<file path="src/rtl/load_store_unit.sv">
// Load/store unit driving a word-wide synchronous data memory with one-cycle read latency.
// Sub-word stores use read-modify-write because the memory can only write whole words.
module load_store_unit #(
  parameter int XLEN       = 32,
  parameter int ADDRESSLEN = 32
) (
  input  logic                  clk,
  input  logic                  rst,
  input  logic                  req_valid,
  output logic                  req_ready,
  input  logic                  req_write,
  input  logic [2:0]            req_funct3,
  input  logic [ADDRESSLEN-1:0] req_addr,
  input  logic [XLEN-1:0]       req_wdata,
  output logic                  resp_valid,
  output logic [XLEN-1:0]       resp_rdata,
  output logic                  resp_fault,
  output logic [ADDRESSLEN-1:0] mem_address,
  output logic [XLEN-1:0]       mem_data,
  output logic                  mem_iWrite,
  input  logic [XLEN-1:0]       mem_out
);

  typedef enum logic [1:0] {IDLE, RD, MERGE, WR} state_t;

  state_t      state;
  logic [1:0]  byte_off;
  logic [2:0]  funct3_q;
  logic [15:0] wdata_q;
  logic        write_q;

  logic            accept;
  logic            fault;
  logic [7:0]      ld_byte;
  logic [15:0]     ld_half;
  logic [XLEN-1:0] load_result;
  logic [XLEN-1:0] merged;

  assign req_ready  = (state == IDLE) && !rst;
  assign mem_iWrite = (state == WR) && !rst;
  assign accept     = req_valid && req_ready;

  always_comb begin
    fault = 1'b0;
    case (req_funct3)
      3'b000:  fault = 1'b0;
      3'b001:  fault = req_addr[0];
      3'b010:  fault = |req_addr[1:0];
      3'b100:  fault = req_write;
      3'b101:  fault = req_write | req_addr[0];
      default: fault = 1'b1;
    endcase
  end

  // Lane selection is little-endian: byte_off picks the byte, byte_off[1] the halfword.
  always_comb begin
    ld_byte     = mem_out[{byte_off, 3'b000} +: 8];
    ld_half     = mem_out[{byte_off[1], 4'b0000} +: 16];
    load_result = mem_out;
    case (funct3_q)
      3'b000:  load_result = {{(XLEN-8){ld_byte[7]}}, ld_byte};
      3'b001:  load_result = {{(XLEN-16){ld_half[15]}}, ld_half};
      3'b100:  load_result = {{(XLEN-8){1'b0}}, ld_byte};
      3'b101:  load_result = {{(XLEN-16){1'b0}}, ld_half};
      default: load_result = mem_out;
    endcase
  end

  always_comb begin
    merged = mem_out;
    if (funct3_q[0])
      merged[{byte_off[1], 4'b0000} +: 16] = wdata_q;
    else
      merged[{byte_off, 3'b000} +: 8] = wdata_q[7:0];
  end

  always_ff @(posedge clk) begin
    if (rst) begin
      state       <= IDLE;
      resp_valid  <= 1'b0;
      resp_rdata  <= '0;
      resp_fault  <= 1'b0;
      mem_data    <= '0;
      mem_address <= '0;
      byte_off    <= '0;
      funct3_q    <= '0;
      wdata_q     <= '0;
      write_q     <= 1'b0;
    end else begin
      resp_valid <= 1'b0;
      resp_fault <= 1'b0;
      case (state)
        IDLE: begin
          if (accept) begin
            byte_off <= req_addr[1:0];
            funct3_q <= req_funct3;
            wdata_q  <= req_wdata[15:0];
            write_q  <= req_write;
            if (fault) begin
              resp_valid <= 1'b1;
              resp_fault <= 1'b1;
              resp_rdata <= '0;
            end else begin
              mem_address <= {req_addr[ADDRESSLEN-1:2], 2'b00};
              // Full-word stores skip the read; everything else needs the old word first.
              if (req_write && req_funct3 == 3'b010) begin
                mem_data <= req_wdata;
                state    <= WR;
              end else begin
                state <= RD;
              end
            end
          end
        end
        RD: state <= MERGE;
        MERGE: begin
          if (write_q) begin
            mem_data <= merged;
            state    <= WR;
          end else begin
            resp_valid <= 1'b1;
            resp_rdata <= load_result;
            state      <= IDLE;
          end
        end
        WR: begin
          resp_valid <= 1'b1;
          resp_rdata <= '0;
          state      <= IDLE;
        end
        default: state <= IDLE;
      endcase
    end
  end

endmodule

</file>
<file path="config.mk">
export PLATFORM = sky130hd
export DESIGN_NAME = load_store_unit
export DESIGN_NICKNAME = d
export VERILOG_FILES = /design/src/rtl/load_store_unit.sv
export SDC_FILE = /design/constraint.sdc
export NUM_CORES = 1
export LEC_CHECK = 0
export CORE_MARGIN = 5
export CORE_UTILIZATION = 50
export CTS_CLUSTER_SIZE = 14
export DETAILED_ROUTE_END_ITERATION = 8
export PLACE_DENSITY_LB_ADDON = 0.1
export SYNTH_ARGS = -nofsm -noshare
export SYNTH_HDL_FRONTEND = slang
export SYNTH_SLANG_ARGS = --single-unit
</file>
<file path="constraint.sdc">
create_clock -name clk -period 6 [get_ports clk]
set_clock_uncertainty 0.1 [all_clocks]
set_input_delay 1.8 -clock clk [delete_from_list [all_inputs] [get_ports clk]]
set_output_delay 1.8 -clock clk [all_outputs]
set_load 0.05 [all_outputs]
</file>
==> metrics.md, run 1 <==
| Metric | Value |
|---|---|
| DR vias/cell | `6.23` |
| H-tree depth | `4` |
| Wire length per cell | `21.2 um` |
| Largest family of logic cells by synthesized area | `compound AO/OA/AOI/OAI gates` |
| Data arrival time of the worst path | `3.12 ns` |
| Hold Slack | `0.351 ns` |
| Number of flops mapped to enable cells by yosys | `0` |
| Relative slew slack | `14.0%` |
| Largest net degree at the start of global routing | `73` |
| Status | `complete, no violations` |
| Rows | `40` |
| TritonCTS clock tree | `yes` |
| Detailed Place HPWL | `14200 um` |
| Placed instance area | `8020 um^2` |
| CP Max Fanout | `72` |
| Post-Route WL | `20800 um` |
| Pwr dens | `261 nW/um^2` |
| Post-synthesis cell count | `658` |
| Synth area leader | `dfxtp_1` |
| Die area | `14400 um^2` |
| I/O Pins | `203` |
| Area grow syn2layout | `43.4%` |
| Hold_sp | `mem_address[21]` |
| RD Place Congestion | `0.897` |
| CP Class | `primary input to output pin` |
| CP max stage delay | `0.73 ns` |
| Final Hold Fails | `0` |
| Worst hold path class | `flop to flop` |
| Worst-margin pin slew | `1.28 ns` |
| Power Total | `0.00226 W` |
| Minimum clock period | `5.02 ns` |
| Postcts setup bufs | `0` |
| Post-synth top area share | `39.8%` |
| Residual overflow from global routing | `0` |
| Port bufs | `200` |
| Initial Util | `50.7%` |
| Maximum VDD drop | `0.197 mV` |
| Critical path buffers and inverters | `4` |
| Sequential area share after synthesis | `39.8%` |
| Die Y-Extent | `120 um` |
| Hold endpoint | `mem_address[21]` |
| Fmax | `199 MHz` |
| Depth of the most critical reg-to-reg path | `6` |
| Distinct cell type count after synthesis | `46` |
| First-pass GRT wire length | `32200 um` |
| First drt pass iteration count | `5` |
| CP Data Required Time | `4.10 ns` |
| Highest-delay cell along the critical path | `buf_4` |
| Post-synthesis adder-cell area fraction | `1.04%` |
| Vias in the first global route | `6043` |
| Final #Nets | `930` |
| Synthesis Warnings | `0` |
| Post-route ant nets | `0` |
| ANT cells | `0` |
| Total CTS buffers | `17` |
| Async SR Flop Fraction | `0%` |
| Simple-gate share of the synthesized area | `16.0%` |
| Max clock buf depth | `2` |
| Final cell count without fillers | `981` |
| Mux cell area share after synthesis | `8.30%` |
| Crit path max-delay family | `buffers and inverters` |
| Layout cells sized above 1 | `14.0%` |
| Reg2reg start | `byte_off[1]` |
| DRC viols | `0` |
| #FFs+latches synth | `120` |
| Top FF cell, synth | `dfxtp_1` |
| Dominant cells by area after synthesis | `dfxtp_1 40%, o41ai_2 7.5%, nand2_1 7.3%` |
| LEAKAGE | `3.12 nW` |
| Detailed Route Iter0 Violations | `607` |
| Crit share post-route | `83.7%` |
| Post-synthesis compound-gate area fraction | `29.7%` |
| Worst-skew pair later-pin latency | `0.41 ns` |
| CORE AREA | `11900 um^2` |
| Max-cap violations | `0` |
| Vias after detailed routing | `6113` |
| Final setup fails | `0` |
| FF-to-FF setup slack | `2.58 ns` |
| Clock sink count | `120` |
| TNS Setup | `0 ns` |
| Hold_buf cts | `0` |
| Cells along the critical path | `buf_2 -> buf_4 -> inv_2 -> and3_1 -> buf_12` |
| Hold Crit Depth | `2` |
| Xor and xnor area share after synthesis | `0%` |
| Fin area | `8650 um^2` |
| Synthesized cell area | `6030 um^2` |
| Placed Instances | `950` |
| CP Launch Type | `primary input` |
| Total GRT Usage | `28.2%` |
| Syn_area_per_cell | `9.17 um^2` |
| Slew Limit Fails | `0` |
| Clk pin slew, worst setup/hold paths | `0.05 ns` |
| Initial antenna violation count | `0` |
| Die X | `120 um` |
| Setup crit end kind | `output pin` |
| Unrepaired setup endpoints after global routing | `no` |
| Root buf cell | `clkbuf_16` |
| R2r endpoint | `mem_data[22]` |
| Post-cts resize count | `0` |
[state kept, by name, indices dropped and copies added (netlist names)]
signal / cells
mem_data: 32
resp_rdata: 32
mem_address: 30
wdata_q: 16
funct3_q: 3
byte_off: 2
state: 2
resp_fault: 1
resp_valid: 1
write_q: 1
[cell families (layout without fill, tap and decap cells)]
| family | after synthesis | after routing |
|---|---|---|
| DFF | 120 | 120 |
| and+or+nand+nor | 204 | 204 |
| other | 1 | 2 |
| adders and majority gates | 5 | 5 |
| buffers and inverters | 71 | 246 |
| muxes | 44 | 44 |
| AOI/OAI and AO/OA | 213 | 213 |
[cell usage in the layout (no fill, tap or decap), types with 5 or more instances in the layout]
cell type / n
dfxtp_1: 119
mux2i_1: 5
o41ai_1: 7
nand2_1: 117
o22a_1: 7
clkdlybuf4s50_1: 198
mux2_2: 38
nand2b_1: 13
a221oi_1: 32
nor2b_1: 9
o21ai_0: 28
o22ai_1: 32
ha_1: 5
buf_4: 7
nor2_1: 7
a221o_1: 17
o41ai_2: 28
o31ai_1: 7
clkinv_2: 5
a21oi_1: 35
clkbuf_16: 17
nand3_1: 40
a32o_1: 9
[per-stage QoR]
| step | setup WS, ns | util, % |
|---|---|---|
| after global routing | 0.890 | 72.6 |
| after floorplan | 0.877 | - |
| after CTS | 0.975 | 72.6 |
| after detailed placement | 0.991 | 67.4 |
| after global placement | 1.03 | 67.4 |
| final | 0.981 | 72.6 |
[worst register-to-register path, cell delays in order, from the launching register on]
cell and delay [ns]:
dfxtp_2 1.15, inv_1 0.28, ha_1 0.45, nand2_1 0.07
nor3_1 0.77, a221oi_1 0.22, o41ai_2 0.27
[worst max path at each step]
stage               start         end  slack [ns]  cells after the start
floorplan             rst   req_ready        0.88                      3
global placement      rst  mem_iWrite        1.03                      5
detailed placement    rst  mem_iWrite        0.99                      5
CTS                   rst  mem_iWrite        0.98                      5
global route          rst  mem_iWrite        0.89                      5
finish                rst  mem_iWrite        0.98                      5
[cells in the mapped netlist, types with 2 or more instances]
library cell / instances
dfxtp_1: 120
nand2_1: 117
nand3_1: 40
mux2_2: 38
a21oi_1: 35
clkbuf_1: 34
a221oi_1: 32
o22ai_1: 32
o21ai_0: 28
o41ai_2: 28
buf_2: 20
a221o_1: 17
nand2b_1: 13
nor2b_1: 10
a32o_1: 9
nor2_1: 7
o22a_1: 7
o31ai_1: 7
o41ai_1: 7
buf_4: 5
ha_1: 5
mux2i_1: 5
buf_1: 4
inv_1: 4
nor3_1: 4
o21bai_1: 3
a31oi_1: 2
a32oi_2: 2
and3_1: 2
clkinv_1: 2
inv_2: 2
nor4_1: 2
nor4b_4: 2
[per-layer routing]
metal  track usage [%]  routed length [um]  up-vias
met3              8.91                2250       61
met4              16.2                1070        0
li1                  -                   -     2831
met1              34.3                8170     2861
met2              44.1                9320      360
met5                 0                   0        -
[layout make-up]
cell class / instances / area [um^2]
Clock buffer: 22 / 484
Clock inverter: 9 / 145
Fill cell: 922 / 3260
Inverter: 8 / 30.0
Multi-Input combinational cell: 468 / 3350
Sequential cell: 120 / 2400
Tap cell: 147 / 184
Timing Repair Buffer: 207 / 2060
[report_power, final]
group          switching (W)  internal [W]
sequential         0.0000391      0.000819
combinational       0.000175      0.000146
clock               0.000349      0.000732
total               0.000564       0.00170
No activity file was read; power rests on OpenSTA's default activity.
==> inputs of run 2 (changes only) <==
--- a/config.mk
+++ b/config.mk
@@ -6,7 +6,7 @@
 export NUM_CORES = 1
 export LEC_CHECK = 0
 export CORE_MARGIN = 5
-export CORE_UTILIZATION = 50
+export CORE_UTILIZATION = 42
 export CTS_CLUSTER_SIZE = 14
 export DETAILED_ROUTE_END_ITERATION = 8
 export PLACE_DENSITY_LB_ADDON = 0.1
==> constraint.sdc (replaced) <==
create_clock -name clk -period 4.2 [get_ports clk]
set_clock_uncertainty 0.1 [all_clocks]
set_input_delay 1.26 -clock clk [delete_from_list [all_inputs] [get_ports clk]]
set_output_delay 1.26 -clock clk [all_outputs]
set_load 0.05 [all_outputs]
==> run 2 against run 1 <==
  * Clock power is 39% higher
  * Combinational power is 48% higher
  * Power is 41% higher
  * Utilization is 10 points lower
  * Final cell count is 3.9% higher
  * Wire length is 4.0% higher
  * Critical endpoint unchanged
==> metrics.md, run 2 (same netlist as run 1, synthesis figures left out) <==
| Metric | Value |
|---|---|
| Total GRT Usage | `25.3% (was 28.2%)` |
| Crit share post-route | `80.8%` |
| LEAKAGE | `3.11 nW (was 3.12 nW)` |
| Setup crit end kind | `output pin (unchanged)` |
| Met1 Track Usage GR | `34.1% (was 34.3%)` |
| TNS Setup | `0 ns (unchanged)` |
| Final setup fails | `0 (unchanged)` |
| Residual overflow from global routing | `0 (unchanged)` |
| CP max stage delay | `0.34 ns (was 0.73 ns)` |
| Total CTS buffers | `17 (unchanged)` |
| DR vias/cell | `5.96 (was 6.23)` |
| Commonest non-fill, non-tap cells in the layout | `197 x clkdlybuf4s50_1, 119 x dfxtp_1, 117 x nand2_1 (was 198 x clkdlybuf4s50_1, 119 x dfxtp_1, 117 x nand2_1)` |
| R2r endpoint | `mem_data[18] (was mem_data[22])` |
| First-pass GRT wire length | `33200 um (was 32200 um)` |
| Reg2reg start | `byte_off[1] (unchanged)` |
| Post-Route WL | `21600 um (was 20800 um)` |
| Unrepaired setup endpoints after global routing | `no (unchanged)` |
| Clk pin slew, worst setup/hold paths | `0.05 ns (about the same)` |
| Data arrival time of the worst path | `2.03 ns (was 3.12 ns)` |
| Worst-margin pin slew | `1.30 ns (was 1.28 ns)` |
| I/O Pins | `203 (unchanged)` |
| Post-route ant nets | `0 (unchanged)` |
| Crit path launch | `rst (unchanged)` |
| CP Launch Type | `primary input (unchanged)` |
| Worst-skew pair later-pin latency | `0.42 ns (was 0.41 ns)` |
| Max clock buf depth | `2 (unchanged)` |
| Minimum clock period | `3.39 ns` |
| Final cell count without fillers | `1019 (was 981)` |
| CORE AREA | `14000 um^2 (was 11900 um^2)` |
| CP Data Required Time | `2.84 ns (was 4.10 ns)` |
| Worst hold path class | `flop to flop (unchanged)` |
| Postcts setup bufs | `0 (unchanged)` |
| Depth of the most critical reg-to-reg path | `6 (unchanged)` |
| Largest net degree at the start of global routing | `65 (was 73)` |
| DRC viols | `0 (unchanged)` |
| TritonCTS clock tree | `yes (unchanged)` |
| First drt pass iteration count | `5 (unchanged)` |
| Finished Core Util | `62.3% (was 72.6%)` |
| Die X | `130 um (was 120 um)` |
| Port bufs | `200 (unchanged)` |
| Fin area | `8710 um^2 (was 8650 um^2)` |
| H-tree depth | `4 (unchanged)` |
| Met2 Use GR | `39.5% (was 44.1%)` |
| Placed instance area | `8100 um^2 (was 8020 um^2)` |
| Placement-stage worst setup slack | `0.553 ns (was 0.991 ns)` |
| Area grow syn2layout | `44.4% (was 43.4%)` |
| Met3 usage | `5.24% (was 8.91%)` |
| Root buf cell | `clkbuf_16 (unchanged)` |
| Vias in the first global route | `6003 (was 6043)` |
| Initial antenna violation count | `0 (unchanged)` |
| GRT busiest layer | `met2 (unchanged)` |
| Clock sink count | `120 (unchanged)` |
| ANT cells | `0 (unchanged)` |
| Slew Limit Fails | `0 (unchanged)` |
| Commonest non-fill, non-tap cell in the layout | `clkdlybuf4s50_1 (unchanged)` |
| Highest-delay cell along the critical path | `buf_2 (was buf_4)` |
| FF-to-FF setup slack | `1.20 ns (was 2.58 ns)` |
| Fmax | `295 MHz` |
| Die Y-Extent | `130 um (was 120 um)` |
| Post-cts resize count | `0 (unchanged)` |
| Layout cells sized above 1 | `14.8% (was 14.0%)` |
| Pwr dens | `366 nW/um^2 (was 261 nW/um^2)` |
| CP Max Fanout | `19 (was 72)` |
| Final critical-path setup slack | `0.805 ns (was 0.981 ns)` |
| Initial Util | `43.1% (was 50.7%)` |
| Rows | `43 (was 40)` |
| Hold_buf cts | `0 (unchanged)` |
| Top Registers | `mem_data x32, resp_rdata x32, mem_address x30 (unchanged)` |
| Fill count | `1179 (was 922)` |
| Die area | `16900 um^2 (was 14400 um^2)` |
| Hold Crit Depth | `2 (unchanged)` |
| Status | `complete, no violations (unchanged)` |
| Detailed Place HPWL | `15600 um (was 14200 um)` |
| Final #Nets | `934 (was 930)` |
| CP endpoint | `mem_iWrite (unchanged)` |
| Detailed Route Iter0 Violations | `712 (was 607)` |
| Placed Instances | `987 (was 950)` |
| Final Hold Fails | `0 (unchanged)` |
| Maximum VDD drop | `0.291 mV (was 0.197 mV)` |
| Max-cap violations | `0 (unchanged)` |
| Relative slew slack | `13.3% (was 14.0%)` |
| CP Class | `primary input to output pin (unchanged)` |
| Wire length per cell | `21.2 um (about the same)` |
| Cells along the critical path | `buf_2 -> inv_2 -> and3_1 -> buf_12 (was buf_2 -> buf_4 -> inv_2 -> and3_1 -> buf_12)` |
| Vias after detailed routing | `6073 (was 6113)` |
| RD Place Congestion | `0.877 (was 0.897)` |
-- run 2: per-layer routing --
metal | up-vias | part of all wire, %
li1 | 2840 | -
met1 | 2913 | 42
met2 | 271 | 48
met3 | 49 | 6.9
met4 | 0 | 3.1
met5 | - | 0
-- run 2: final cells by class --
type	count	area (um^2)	share of cell area, %
flip-flops and latches	120	2400	27.6
clock inverters	14	175	2.01
repair buffers	211	2100	24.1
multi-input cells	468	3340	38.3
inverters	8	30.0	0.345
well taps	180	225	2.58
clock buffers	18	439	5.04
-- run 2: worst max-delay path, delay by kind of cell --
| kind | cells | cell delay, ns |
|---|---|---|
| buffers and inverters | 3 | 0.55 |
| and+or+nand+nor | 1 | 0.22 |
-- run 2: where the power goes --
| part | internal (W) | switching, W |
|---|---|---|
| clock network | 0.000950 | 0.000551 |
| registers | 0.00117 | 0.0000457 |
| logic | 0.000212 | 0.000263 |
| total | 0.00233 | 0.000860 |
-- run 2: worst min-delay path by stage --
stage          slack (ns)             from              end
2_1_floorplan        0.34      wdata_q[10]      wdata_q[10]
3_3_place_gp         0.34  mem_address[21]  mem_address[21]
3_5_place_dp         0.35  mem_address[21]  mem_address[21]
4_1_cts              0.36  mem_address[21]  mem_address[21]
5_1_grt              0.38  mem_address[22]  mem_address[22]
6_report             0.36  mem_address[22]  mem_address[22]
-- run 2: metrics by stage --
| stage | hold WS (ns) | total power [W] |
|---|---|---|
| 2_1_floorplan | 0.343 | 0.00149 |
| 4_1_cts | 0.357 | 0.00320 |
| 6_report | 0.355 | 0.00319 |
| 5_1_grt | 0.382 | 0.00330 |
| 3_3_place_gp | 0.341 | 0.00170 |
| 3_5_place_dp | 0.349 | 0.00171 |
